**src/rtl/song_step_sequencer.sv**
```systemverilog
// song_step_sequencer
// Walks a song held in an external synchronous note ROM. Each entry is
// {half-period, duration}; the duration is counted in ticks of a slow
// divided clock that arrives as data on tickIn. A zero duration marks the
// end of the song and a zero period is a rest. All outputs are registered.

module song_step_sequencer #(
  parameter int PeriodBits   = 16,
  parameter int DurationBits = 12,
  parameter int AddrBits     = 5,
  parameter int SongLength   = 32
) (
  input  logic                               inputClock,
  input  logic                               reset_n,
  input  logic                               tickIn,
  input  logic                               start,
  input  logic                               stop,
  input  logic                               loopEnable,
  input  logic [PeriodBits+DurationBits-1:0] noteData,
  output logic [AddrBits-1:0]                noteAddr,
  output logic [PeriodBits-1:0]              tonePeriod,
  output logic                               toneEnable,
  output logic                               playing,
  output logic                               songDone
);

  typedef enum logic [1:0] {
    ST_IDLE  = 2'd0,
    ST_FETCH = 2'd1,
    ST_LOAD  = 2'd2,
    ST_PLAY  = 2'd3
  } state_t;

  localparam logic [AddrBits-1:0]     LastAddr = AddrBits'(SongLength - 1);
  localparam logic [AddrBits-1:0]     AddrZero = {AddrBits{1'b0}};
  localparam logic [AddrBits-1:0]     AddrOne  = {{(AddrBits-1){1'b0}}, 1'b1};
  localparam logic [DurationBits-1:0] DurZero  = {DurationBits{1'b0}};
  localparam logic [DurationBits-1:0] DurOne   = {{(DurationBits-1){1'b0}}, 1'b1};
  localparam logic [PeriodBits-1:0]   PerZero  = {PeriodBits{1'b0}};

  // Registered state
  state_t                  r_state;
  logic                    r_sync1;
  logic                    r_sync2;
  logic                    r_sync3;
  logic                    r_tick;
  logic [DurationBits-1:0] r_count;
  logic [DurationBits-1:0] r_duration;
  logic [AddrBits-1:0]     r_noteAddr;
  logic [PeriodBits-1:0]   r_tonePeriod;
  logic                    r_toneEnable;
  logic                    r_playing;
  logic                    r_songDone;

  // Combinational next values
  state_t                  w_nextState;
  logic [DurationBits-1:0] w_nextCount;
  logic [DurationBits-1:0] w_nextDuration;
  logic [AddrBits-1:0]     w_nextAddr;
  logic [PeriodBits-1:0]   w_nextPeriod;
  logic                    w_nextTone;
  logic                    w_nextPlaying;
  logic                    w_nextDone;
  logic                    w_songEnd;
  logic                    w_edge;
  logic [PeriodBits-1:0]   w_romPeriod;
  logic [DurationBits-1:0] w_romDuration;

  assign w_romPeriod   = noteData[PeriodBits+DurationBits-1 -: PeriodBits];
  assign w_romDuration = noteData[DurationBits-1:0];

  // Rising edge of the synchronized tick; registered once more into r_tick.
  assign w_edge = r_sync2 & ~r_sync3;

  assign noteAddr   = r_noteAddr;
  assign tonePeriod = r_tonePeriod;
  assign toneEnable = r_toneEnable;
  assign playing    = r_playing;
  assign songDone   = r_songDone;

  // Synchronize tickIn and turn its rising edge into a one-cycle tick pulse.
  always_ff @(posedge inputClock or negedge reset_n) begin
    if (!reset_n) begin
      r_sync1 <= 1'b0;
      r_sync2 <= 1'b0;
      r_sync3 <= 1'b0;
      r_tick  <= 1'b0;
    end else begin
      r_sync1 <= tickIn;
      r_sync2 <= r_sync1;
      r_sync3 <= r_sync2;
      r_tick  <= w_edge;
    end
  end

  // Next-state and next-output decisions for the playback FSM.
  always_comb begin
    w_nextState    = r_state;
    w_nextCount    = r_count;
    w_nextDuration = r_duration;
    w_nextAddr     = r_noteAddr;
    w_nextPeriod   = r_tonePeriod;
    w_nextDone     = 1'b0;
    w_songEnd      = 1'b0;

    case (r_state)
      ST_IDLE: begin
        if (start) begin
          w_nextAddr  = AddrZero;
          w_nextState = ST_FETCH;
        end else begin
          w_nextState = ST_IDLE;
        end
      end

      ST_FETCH: begin
        // ROM data for the new address appears one cycle later.
        w_nextState = ST_LOAD;
      end

      ST_LOAD: begin
        if (w_romDuration == DurZero) begin
          // Zero duration is an end marker, not a note.
          w_songEnd = 1'b1;
        end else begin
          w_nextPeriod   = w_romPeriod;
          w_nextDuration = w_romDuration;
          w_nextCount    = DurZero;
          w_nextState    = ST_PLAY;
        end
      end

      ST_PLAY: begin
        if (r_tick) begin
          if (r_count == (r_duration - DurOne)) begin
            if (r_noteAddr == LastAddr) begin
              w_songEnd = 1'b1;
            end else begin
              w_nextAddr  = r_noteAddr + AddrOne;
              w_nextState = ST_FETCH;
            end
          end else begin
            w_nextCount = r_count + DurOne;
          end
        end else begin
          w_nextCount = r_count;
        end
      end

      default: begin
        w_nextState = ST_IDLE;
        w_nextAddr  = AddrZero;
        w_nextCount = DurZero;
      end
    endcase

    // End of song either wraps back to the first entry or finishes.
    if (w_songEnd) begin
      w_nextAddr = AddrZero;
      if (loopEnable) begin
        w_nextState = ST_FETCH;
      end else begin
        w_nextState = ST_IDLE;
        w_nextDone  = 1'b1;
      end
    end else begin
      w_nextDone = 1'b0;
    end

    // stop overrides everything, including a simultaneous start or song end.
    if (stop) begin
      w_nextState = ST_IDLE;
      w_nextAddr  = AddrZero;
      w_nextCount = DurZero;
      w_nextDone  = 1'b0;
    end else begin
      w_nextCount = w_nextCount;
    end

    // Outputs are derived from the state being entered so they register in step.
    w_nextTone    = (w_nextState == ST_PLAY) && (w_nextPeriod != PerZero);
    w_nextPlaying = (w_nextState != ST_IDLE);
  end

  // State and output registers.
  always_ff @(posedge inputClock or negedge reset_n) begin
    if (!reset_n) begin
      r_state      <= ST_IDLE;
      r_count      <= DurZero;
      r_duration   <= DurZero;
      r_noteAddr   <= AddrZero;
      r_tonePeriod <= PerZero;
      r_toneEnable <= 1'b0;
      r_playing    <= 1'b0;
      r_songDone   <= 1'b0;
    end else begin
      r_state      <= w_nextState;
      r_count      <= w_nextCount;
      r_duration   <= w_nextDuration;
      r_noteAddr   <= w_nextAddr;
      r_tonePeriod <= w_nextPeriod;
      r_toneEnable <= w_nextTone;
      r_playing    <= w_nextPlaying;
      r_songDone   <= w_nextDone;
    end
  end

endmodule

```
**config.mk**
```make
export PLATFORM = sky130hd
export DESIGN_NAME = song_step_sequencer
export DESIGN_NICKNAME = d
export VERILOG_FILES = /design/src/rtl/song_step_sequencer.sv
export SDC_FILE = /design/constraint.sdc
export NUM_CORES = 1
export LEC_CHECK = 0
export CAP_MARGIN = 10
export CORE_MARGIN = 2
export CORE_UTILIZATION = 56
export CTS_CLUSTER_DIAMETER = 40
export DETAILED_ROUTE_END_ITERATION = 8
export PLACE_DENSITY = 0.85
export SLEW_MARGIN = 40
export SYNTH_ARGS = -nofsm -noshare
export SYNTH_HDL_FRONTEND = slang
export SYNTH_SLANG_ARGS = --single-unit
export TNS_END_PERCENT = 1
```
**constraint.sdc**
```tcl
create_clock -name inputClock -period 5.2 [get_ports inputClock]
set_clock_uncertainty 0.15 [all_clocks]
set_input_delay 0.78 -clock inputClock [delete_from_list [all_inputs] [get_ports inputClock]]
set_output_delay 0.78 -clock inputClock [all_outputs]
set_load 0.02 [all_outputs]
```
==> results.json, run 1 <==
{
  "ys.flop_type": "dfrtp_1",
  "slowest_delay_ns": 0.62,
  "synth_seq_area_share_pct": 44.2,
  "p_sw_share_pct": 40.4,
  "synth_common_cells": "dfrtp_1 (54), nand2_1 (40), mux2_2 (26), nor2_1 (18), inv_1 (13)",
  "r2r_start": "r_duration[2]",
  "drive_above_1_share_pct": 13.6,
  "synth_area_leaders": "dfrtp_1 (44%), mux2_2 (9.6%), nand2_1 (4.9%)",
  "coreArea_mm2": 0.00517,
  "die_y_um": 77.9,
  "power.leakage_nw": 1.57,
  "critical_path_class": "input pin to flop",
  "pwr-share-seq_pct": 39.0,
  "async_flop_share_pct": 100,
  "fmax_mhz": 284,
  "crit_chain": "clkdlybuf4s50_1 -> nor4_1 -> nand3_1 -> nand2_1 -> mux2_2 -> nor4_1 -> nand4_1 -> and3_1",
  "synth_top_area_share_pct": 44.2,
  "power_frac_clock_pct": 14.2,
  "cp_num_buf_inv": 1,
  "syn-cell-area_mm2": 0.00305,
  "ir_worst_vdd_uv": 398,
  "setup-tns-final_ns": 0,
  "cts_inserted_buffers": 5,
  "layout.area.seq_mm2": 0.00135,
  "cts_resized": 0,
  "io_pins": 58,
  "portBuffers": 57,
  "post_drt_wl_per_cell_um": 16.4,
  "start_util_pct": 59.0,
  "gp_congestion": 0.859,
  "critPathArrivalTime_ns": 3.58,
  "p_sw_w": 0.000684,
  "antenna_cells": 0,
  "synth-seq-cells": 54,
  "cpMostUsedCell": "nor4_1",
  "drt_iter0_markers": 126,
  "p_int_w": 0.00101,
  "required_ns": 5.26,
  "vias": 2523,
  "cts.sinks": 54,
  "design.die.area_mm2": 0.00606,
  "synth_area_leader_cell": "dfrtp_1",
  "synth_edf_count": 0,
  "yosysMostFrequentCell": "dfrtp_1",
  "cts_tree": "built",
  "fillers": 375,
  "fin_crit_ns": 3.52,
  "path_clk_slew_ns": 0.10,
  "hold_start": "r_sync1",
  "wl_mm": 7.03,
  "yosysWarnings": 0,
  "p_comb_share_pct": 46.8,
  "yosysUniqueCellTypes": 53,
  "drtAntennaViolNets": 0,
  "grt_start_max_net_pins": 55,
  "antenna_found_initial": 0,
  "synth_cells": 298,
  "viasPerCell": 5.88,
  "start_kind": "input pin",
  "synth_compound_area_share_pct": 12.9,
  "cts_hold_buf": 0,
  "finalHoldViolCount": 0,
  "multiInputGateArea_mm2": 0.00163,
  "grt_first_pass_wirelength_mm": 12.2,
  "nets": 401,
  "clock-root-buffer": "clkbuf_8",
  "die_w_um": 77.9,
  "dp_hpwl_mm": 5.42,
  "cts.path.max_buffers": 2,
  "yosys.area_share.simple_pct": 22.1,
  "finalMaxSlewViolations": 0,
  "power.density_mw_per_mm2": 447,
  "drcViolationCount": 0,
  "cp_top_family": "simple AND/OR/NAND/NOR gates",
  "cp-end-kind": "flop",
  "cp.depth": 8,
  "htree_levels": 2,
  "status": "complete, no violations",
  "row_count": 26,
  "worst_slew_margin_rel_pct": 47.8,
  "synthAdderAreaFrac_pct": 3.69,
  "synthMuxAreaShare_pct": 10.9,
  "fin_crit_sh_pct": 67.7,
  "track_usage_pct": 25.1,
  "syn-num-nets": 341,
  "dpl.cell_count": 421,
  "areaGrowthSynthToFinish_pct": 24.0,
  "synthXorXnorAreaFrac_pct": 3.73,
  "firstDrtPassIters": 5,
  "r2r_cells": 7,
  "crit_start": "noteData[0]",
  "clkLatencyLatePin_ns": 0.31,
  "fin_cells": 429,
  "setup_violations": 0,
  "grt_pass1_vias": 2616,
  "maxCapViolations": 0,
  "reg2reg_slack_ns": 1.74,
  "post_cts_buffers": 0,
  "hold_path_class": "flop to flop",
  "synth_top_family_by_area": "simple AND/OR/NAND/NOR gates",
  "whs_path_depth": 0,
  "crit_fanout": 20,
  "cp_slowest_cell": "nand2_1",
  "syn_avg_cell_area_um2": 10.2,
  "worst_pin_slew_ns": 0.782,
  "rsz0062_at_grt": "no",
  "grt_overflow": 0
}
## power by group through the flow
| stage | logic, W | clock network [W] | registers (W) |
|---|---|---|---|
| 2_1_floorplan | 0.000448 | 0 | 0.000716 |
| 3_3_place_gp | 0.000763 | 0 | 0.000661 |
| 3_5_place_dp | 0.000788 | 0 | 0.000665 |
| 4_1_cts | 0.000793 | 0.000248 | 0.000658 |
| 5_1_grt | 0.000866 | 0.000264 | 0.000679 |
| 6_report | 0.000793 | 0.000240 | 0.000660 |
## worst register-to-register path, cell delays in order, from the launching register on
cell       delay (ns)
dfrtp_1          0.46
or3_4            0.43
or3_4            0.41
a2111oi_4        0.47
nand4_4          0.20
o31ai_2          0.64
a2111oi_0        0.26
mux2_2           0.32
## stage by stage
stage | instance area, um2 | total power [W] | util, % | setup slack, ns | hold WS, ns
after detailed placement | 3700 | 0.00145 | 71.5 | 1.35 | 0.189
after global placement | 3700 | 0.00142 | 71.5 | 1.50 | 0.187
after floorplan | 3050 | 0.00116 | - | 2.33 | 0.181
final | 3790 | 0.00169 | 73.2 | 1.68 | 0.213
after global routing | 3790 | 0.00181 | 73.2 | 1.49 | 0.221
after CTS | 3790 | 0.00170 | 73.2 | 1.69 | 0.216
## cell type report
type | instances | share of cell area, %
sequential | 54 | 35.7
timing repair buffer | 59 | 15.3
inverter | 13 | 1.29
clock inverter | 3 | 0.627
tap | 70 | 2.31
multi-input combinational | 225 | 43.0
clock buffer | 5 | 1.82
## layer usage
layer	vias up	global-route usage [%]	routed length (um)
met2	74	43.2	3410
met4	0	6.43	114
li1	1217	-	-
met3	12	4.88	359
met1	1220	32.3	3140
met5	-	0	0
## cell families after synthesis
family / Yosys count
compound gates: 45
xor+xnor: 13
fa+ha+maj: 9
buf+inv: 19
flops: 54
mux: 30
simple gates: 128
## flip-flops by register name (all words and copies together), names as in the netlist, 2 cells and up
| register | cells |
|---|---|
| noteAddr | 5 |
| r_count | 12 |
| r_duration | 12 |
| r_state | 2 |
| tonePeriod | 16 |
## worst paths after layout
path / to
max: toneEnable
min: r_sync2
max reg2reg: r_count[11]
min reg2reg: r_sync2
max in group asynchronous: r_count[10]
min in group asynchronous: r_duration[1]
## placed cells by master (no fill, tap or decap), drive strengths merged, types with 2 or more instances in the layout
master and count:
a21o 3, o2111ai 2, ha 9, or3 5, a31oi 5, o22a 3, xnor2 10, nor2 18
a21oi 4, buf 3, or2 3, nand2 40, xor2 3, nand2b 2, nand4 8, mux2 26
inv 14, dfrtp 54, clkbuf 5, mux2i 4, a22o 2, nand3 10, clkdlybuf4s50 56, o211ai 2
nor4b 2, nor3b 3, nor3 8, nor2b 5, o31ai 4, clkinvlp 2, a2111oi 4, nor4 11
and3 9, o21ai 7
Note: power is estimated with default switching activity, not from simulation.
==> run 2, diff against run 1 <==
--- a/config.mk
+++ b/config.mk
@@ -7,10 +7,10 @@
 export LEC_CHECK = 0
 export CAP_MARGIN = 10
 export CORE_MARGIN = 2
-export CORE_UTILIZATION = 56
+export CORE_UTILIZATION = 52
 export CTS_CLUSTER_DIAMETER = 40
 export DETAILED_ROUTE_END_ITERATION = 8
-export PLACE_DENSITY = 0.85
+export PLACE_DENSITY = 0.8
 export SLEW_MARGIN = 40
 export SYNTH_ARGS = -nofsm -noshare
 export SYNTH_HDL_FRONTEND = slang
==> constraint.sdc (replaced) <==
create_clock -name inputClock -period 3.4 [get_ports inputClock]
set_clock_uncertainty 0.15 [all_clocks]
set_input_delay 0.51 -clock inputClock [delete_from_list [all_inputs] [get_ports inputClock]]
set_output_delay 0.51 -clock inputClock [all_outputs]
set_load 0.02 [all_outputs]
==> results.json, run 2 (synthesis results as in run 1) <==
{
  "fin_crit_sh_pct": 94.8,
  "die_y_um": 80.6,
  "vias": 2522,
  "p_sw_share_pct": 40.2,
  "io_pins": 58,
  "firstDrtPassIters": 4,
  "antenna_cells": 0,
  "track_usage_pct": 22.8,
  "layout.area.seq_mm2": 0.00135,
  "fin_cells": 435,
  "hold_path_class": "input pin to asynchronous set/reset pin",
  "htree_levels": 2,
  "fmax_mhz": 310,
  "crit_fanout": 6,
  "cts_tree": "built",
  "gp_congestion": 0.838,
  "grt_overflow": 0,
  "cts_inserted_buffers": 5,
  "crit_chain": "inv_1 -> ha_1 -> nor2b_1 -> or3_1 -> a31oi_1 -> nand4_4 -> o31ai_2 -> a2111oi_0 -> mux2_2",
  "clkLatencyLatePin_ns": 0.31,
  "finalHoldViolCount": 35,
  "setup_violations": 0,
  "ir_worst_vdd_uv": 591,
  "r2r_start": "r_duration[0]",
  "drive_above_1_share_pct": 14.6,
  "maxCapViolations": 0,
  "areaGrowthSynthToFinish_pct": 25.6,
  "multiInputGateArea_mm2": 0.00163,
  "p_int_w": 0.00156,
  "finalMaxSlewViolations": 0,
  "required_ns": 3.45,
  "critPathArrivalTime_ns": 3.28,
  "cp_top_family": "compound AO/OA/AOI/OAI gates",
  "start_kind": "flop",
  "clock-root-buffer": "clkbuf_8",
  "power.leakage_nw": 1.60,
  "power.density_mw_per_mm2": 681,
  "path_clk_slew_ns": 0.10,
  "cp_num_buf_inv": 1,
  "grt_first_pass_wirelength_mm": 11.5,
  "cts_hold_buf": 0,
  "slowest_delay_ns": 0.47,
  "design.die.area_mm2": 0.00650,
  "post_drt_wl_per_cell_um": 15.9,
  "fin_crit_ns": 3.22,
  "antenna_found_initial": 0,
  "wl_mm": 6.91,
  "largest_reg_flops": 16,
  "drtAntennaViolNets": 0,
  "cts_resized": 0,
  "cts.sinks": 54,
  "cts.path.max_buffers": 2,
  "post_cts_buffers": 0,
  "cp-end-kind": "flop",
  "coreArea_mm2": 0.00557,
  "fillers": 446,
  "p_comb_share_pct": 47.1,
  "nets": 405,
  "cp_slowest_cell": "dfrtp_1",
  "violations": "hold timing",
  "whs_ns": -0.0239,
  "pwr-share-seq_pct": 38.4,
  "worst_slew_margin_rel_pct": 62.2,
  "status": "finished, violations left",
  "crit_start": "r_duration[0]",
  "setup-tns-final_ns": 0,
  "portBuffers": 57,
  "die_w_um": 80.6,
  "grt_pass1_vias": 2472,
  "p_sw_w": 0.00105,
  "power_frac_clock_pct": 14.5,
  "drcViolationCount": 0,
  "dpl.cell_count": 427,
  "critical_path_class": "flop to flop",
  "final_common_cell": "clkdlybuf4s50_1",
  "rsz0062_at_grt": "no",
  "dp_hpwl_mm": 5.41,
  "worst_pin_slew_ns": 0.552,
  "start_util_pct": 54.8,
  "final_cell_mix": "clkdlybuf4s50_1 (56), dfrtp_1 (54), nand2_1 (40)",
  "grt_start_max_net_pins": 37,
  "row_count": 27,
  "viasPerCell": 5.80,
  "drt_iter0_markers": 155
}
[run 2: final cells by class]
class,instances,share of cell area (%)
Tap cell,72,2.35
Sequential cell,54,35.2
Multi-Input combinational cell,225,42.4
Inverter,13,1.27
Clock inverter,3,0.652
Timing Repair Buffer,63,16.3
Clock buffer,5,1.79
[run 2: power by group through the flow]
stage               Sequential, W  Clock, W  Combinational, W
floorplan                 0.00110         0          0.000686
global placement          0.00101         0           0.00120
detailed placement        0.00101         0           0.00123
CTS                       0.00100  0.000380           0.00124
global route              0.00103  0.000415           0.00134
finish                    0.00100  0.000379           0.00123
[run 2: layer usage]
metal	global-route usage (%)	vias to the layer above	wire [um]
met3	4.94	6	313
met2	38.4	59	3380
met4	4.58	0	53
met5	0	-	0
met1	30.4	1231	3160
li1	-	1226	-
[run 2: final timing paths]
path | slack, ns | to | depth (start not counted)
setup reg to reg | 0.18 | r_count[11] | 9
hold / removal | -0.02 | r_duration[4] | 1
hold reg to reg | 0.22 | r_sync2 | 0
min in group inputClock | 0.22 | r_sync2 | 0
setup / recovery | 0.18 | r_count[11] | 9
max in group asynchronous | 2.49 | noteAddr[3] | 2
[run 2: through the flow]
stage / hold WS, ns / util [%] / power [W] / worst slack, ns / area [um2]
floorplan: 0.0644 / - / 0.00178 / 0.565 / 3050
global placement: 0.185 / 67.1 / 0.00221 / 0.253 / 3740
detailed placement: 0.195 / 67.1 / 0.00225 / 0.184 / 3740
CTS: 0.143 / 68.8 / 0.00262 / 0.211 / 3830
global route: 0.00943 / 68.8 / 0.00278 / 0.0494 / 3840
finish: -0.0239 / 68.8 / 0.00261 / 0.175 / 3840
[run 2: worst reg2reg max path, stage by stage, from the launching register on]
cell and delay (ns):
dfrtp_1 0.47, inv_1 0.08, ha_1 0.27, nor2b_1 0.15, or3_1 0.34, a31oi_1 0.45, nand4_4 0.23, o31ai_2 0.43
a2111oi_0 0.23, mux2_2 0.31
==> run 3, diff against run 2 <==
--- a/config.mk
+++ b/config.mk
@@ -10,7 +10,7 @@
 export CORE_UTILIZATION = 52
 export CTS_CLUSTER_DIAMETER = 40
 export DETAILED_ROUTE_END_ITERATION = 8
-export PLACE_DENSITY = 0.8
+export PLACE_DENSITY_LB_ADDON = 0.2
 export SLEW_MARGIN = 40
 export SYNTH_ARGS = -nofsm -noshare
 export SYNTH_HDL_FRONTEND = slang
==> results.json, run 3 (synthesis results as in run 1) <==
{
  "gp_congestion": 0.844,
  "fin_cells": 436,
  "areaGrowthSynthToFinish_pct": 25.7,
  "slowest_delay_ns": 0.58,
  "drive_above_1_share_pct": 15.1,
  "fin_util_pct": 68.9,
  "antenna_found_initial": 0,
  "row_count": 27,
  "placed_area_mm2": 0.00374,
  "fin_crit_ns": 3.19,
  "reg2reg_to": "r_count[4]",
  "power.density_mw_per_mm2": 681,
  "drt_iter0_markers": 160,
  "hold_path_class": "input pin to asynchronous set/reset pin",
  "ir_worst_vdd_uv": 469,
  "portBuffers": 57,
  "crit_chain": "or3_4 -> or3_4 -> a2111oi_4 -> nand4_4 -> o31ai_1 -> o211ai_1 -> a31oi_1",
  "reg2reg_slack_ns": 0.21,
  "antenna_cells": 0,
  "p_total_w": 0.00261,
  "design.die.area_mm2": 0.00650,
  "cts.path.max_buffers": 2,
  "r2r_cells": 7,
  "finalHoldViolCount": 0,
  "io_pins": 58,
  "cts_inserted_buffers": 5,
  "r2r_start": "r_duration[2]",
  "fillers": 457,
  "cts_tree": "built",
  "start_util_pct": 54.8,
  "post_drt_wl_per_cell_um": 16.7,
  "wl_mm": 7.28,
  "cp_slowest_cell": "o31ai_1",
  "fmax_mhz": 313,
  "dpl.cell_count": 428,
  "layout.area.seq_mm2": 0.00135,
  "htree_levels": 2,
  "path_clk_slew_ns": 0.11,
  "critical_path_class": "flop to flop",
  "coreArea_mm2": 0.00557,
  "final_cell_mix": "clkdlybuf4s50_1 (56), dfrtp_1 (54), nand2_1 (40)",
  "critPathArrivalTime_ns": 3.26,
  "final_area_mm2": 0.00384,
  "die_w_um": 80.6,
  "cts_hold_buf": 0,
  "grt_start_max_net_pins": 33,
  "finalMaxSlewViolations": 0,
  "status": "complete, no violations",
  "grt_first_pass_wirelength_mm": 12.3,
  "required_ns": 3.47,
  "start_kind": "flop",
  "largest_reg_flops": 16,
  "crit_fanout": 8,
  "worst_slew_margin_rel_pct": 57.6,
  "vias": 2519,
  "multiInputGateArea_mm2": 0.00164,
  "die_y_um": 80.6,
  "nets": 406,
  "cpMostUsedCell": "or3_4",
  "setup_violations": 0,
  "cp-end-kind": "flop",
  "clkLatencyLatePin_ns": 0.31,
  "clock-root-buffer": "clkbuf_8",
  "drcViolationCount": 0,
  "final_common_cell": "clkdlybuf4s50_1",
  "dp_hpwl_mm": 5.72,
  "worst_pin_slew_ns": 0.631,
  "track_usage_pct": 24.7,
  "grt_pass1_vias": 2624,
  "viasPerCell": 5.78,
  "rsz0062_at_grt": "no",
  "drtAntennaViolNets": 0,
  "firstDrtPassIters": 4,
  "power.leakage_nw": 1.60,
  "setup-tns-final_ns": 0,
  "fin_crit_sh_pct": 93.9,
  "cts.sinks": 54,
  "maxCapViolations": 0,
  "grt_overflow": 0
}
[run 3: cell count changes in the layout (fill, tap and decap cells not counted)]
cell        delta
buf_12         -1
buf_2          +1
buf_4          +1
clkinv_4       +2
clkinvlp_4     -1
inv_6          -1
o41ai_1        -1
o41ai_2        +1
[run 3: repair_timing]
action | CTS | global route
setup buffers | 0 | 0
setup endpoints to repair | 0 | 3
hold endpoints to repair | 0 | 0
gates resized for setup | 0 | 1
[run 3: worst max-delay path: cells and delay by family, from the launching register on]
| kind | cells | cell delay, ns |
|---|---|---|
| simple gates | 3 | 1.03 |
| compound gates | 4 | 1.45 |
| flops | 1 | 0.46 |
[run 3: how the worst max path moves through the flow]
stage | from | endpoint | slack [ns] | cells after the start
finish | r_duration[2] | r_count[4] | 0.21 | 7
global route | r_duration[2] | r_count[4] | 0.05 | 7
CTS | r_duration[8] | noteAddr[0] | 0.11 | 7
detailed placement | noteData[11] | toneEnable | 0.11 | 9
global placement | noteData[0] | toneEnable | 0.20 | 9
floorplan | r_duration[2] | r_count[9] | 0.57 | 8
[run 3: stage by stage]
stage	setup WS, ns	hold slack (ns)
after global placement	0.199	0.192
after global routing	0.0549	0.0497
after detailed placement	0.110	0.193
after CTS	0.109	0.0328
after floorplan	0.565	0.0644
final	0.206	0.0120
[run 3: layout make-up]
cell class,instances,area share [%]
multi-input combinational,225,42.6
sequential,54,35.2
timing repair buffer,64,16.1
tap,72,2.35
clock buffer,5,1.79
inverter,13,1.27
clock inverter,3,0.684
[run 3: metal layers]
| metal | vias up | track usage, % | share of wire (%) |
|---|---|---|---|
| met5 | - | 0 | 0 |
| met4 | 0 | 9.15 | 2.0 |
| met3 | 13 | 3.60 | 4.0 |
| met2 | 69 | 43.6 | 51 |
| met1 | 1216 | 30.3 | 43 |
| li1 | 1221 | - | - |
[run 3: report_power, final]
part,leakage (nW),internal (W),switching [W],total [W]
Sequential,0.688,0.000824,0.000181,0.00100
Combinational,0.867,0.000592,0.000649,0.00124
Clock,0.0483,0.000149,0.000219,0.000369
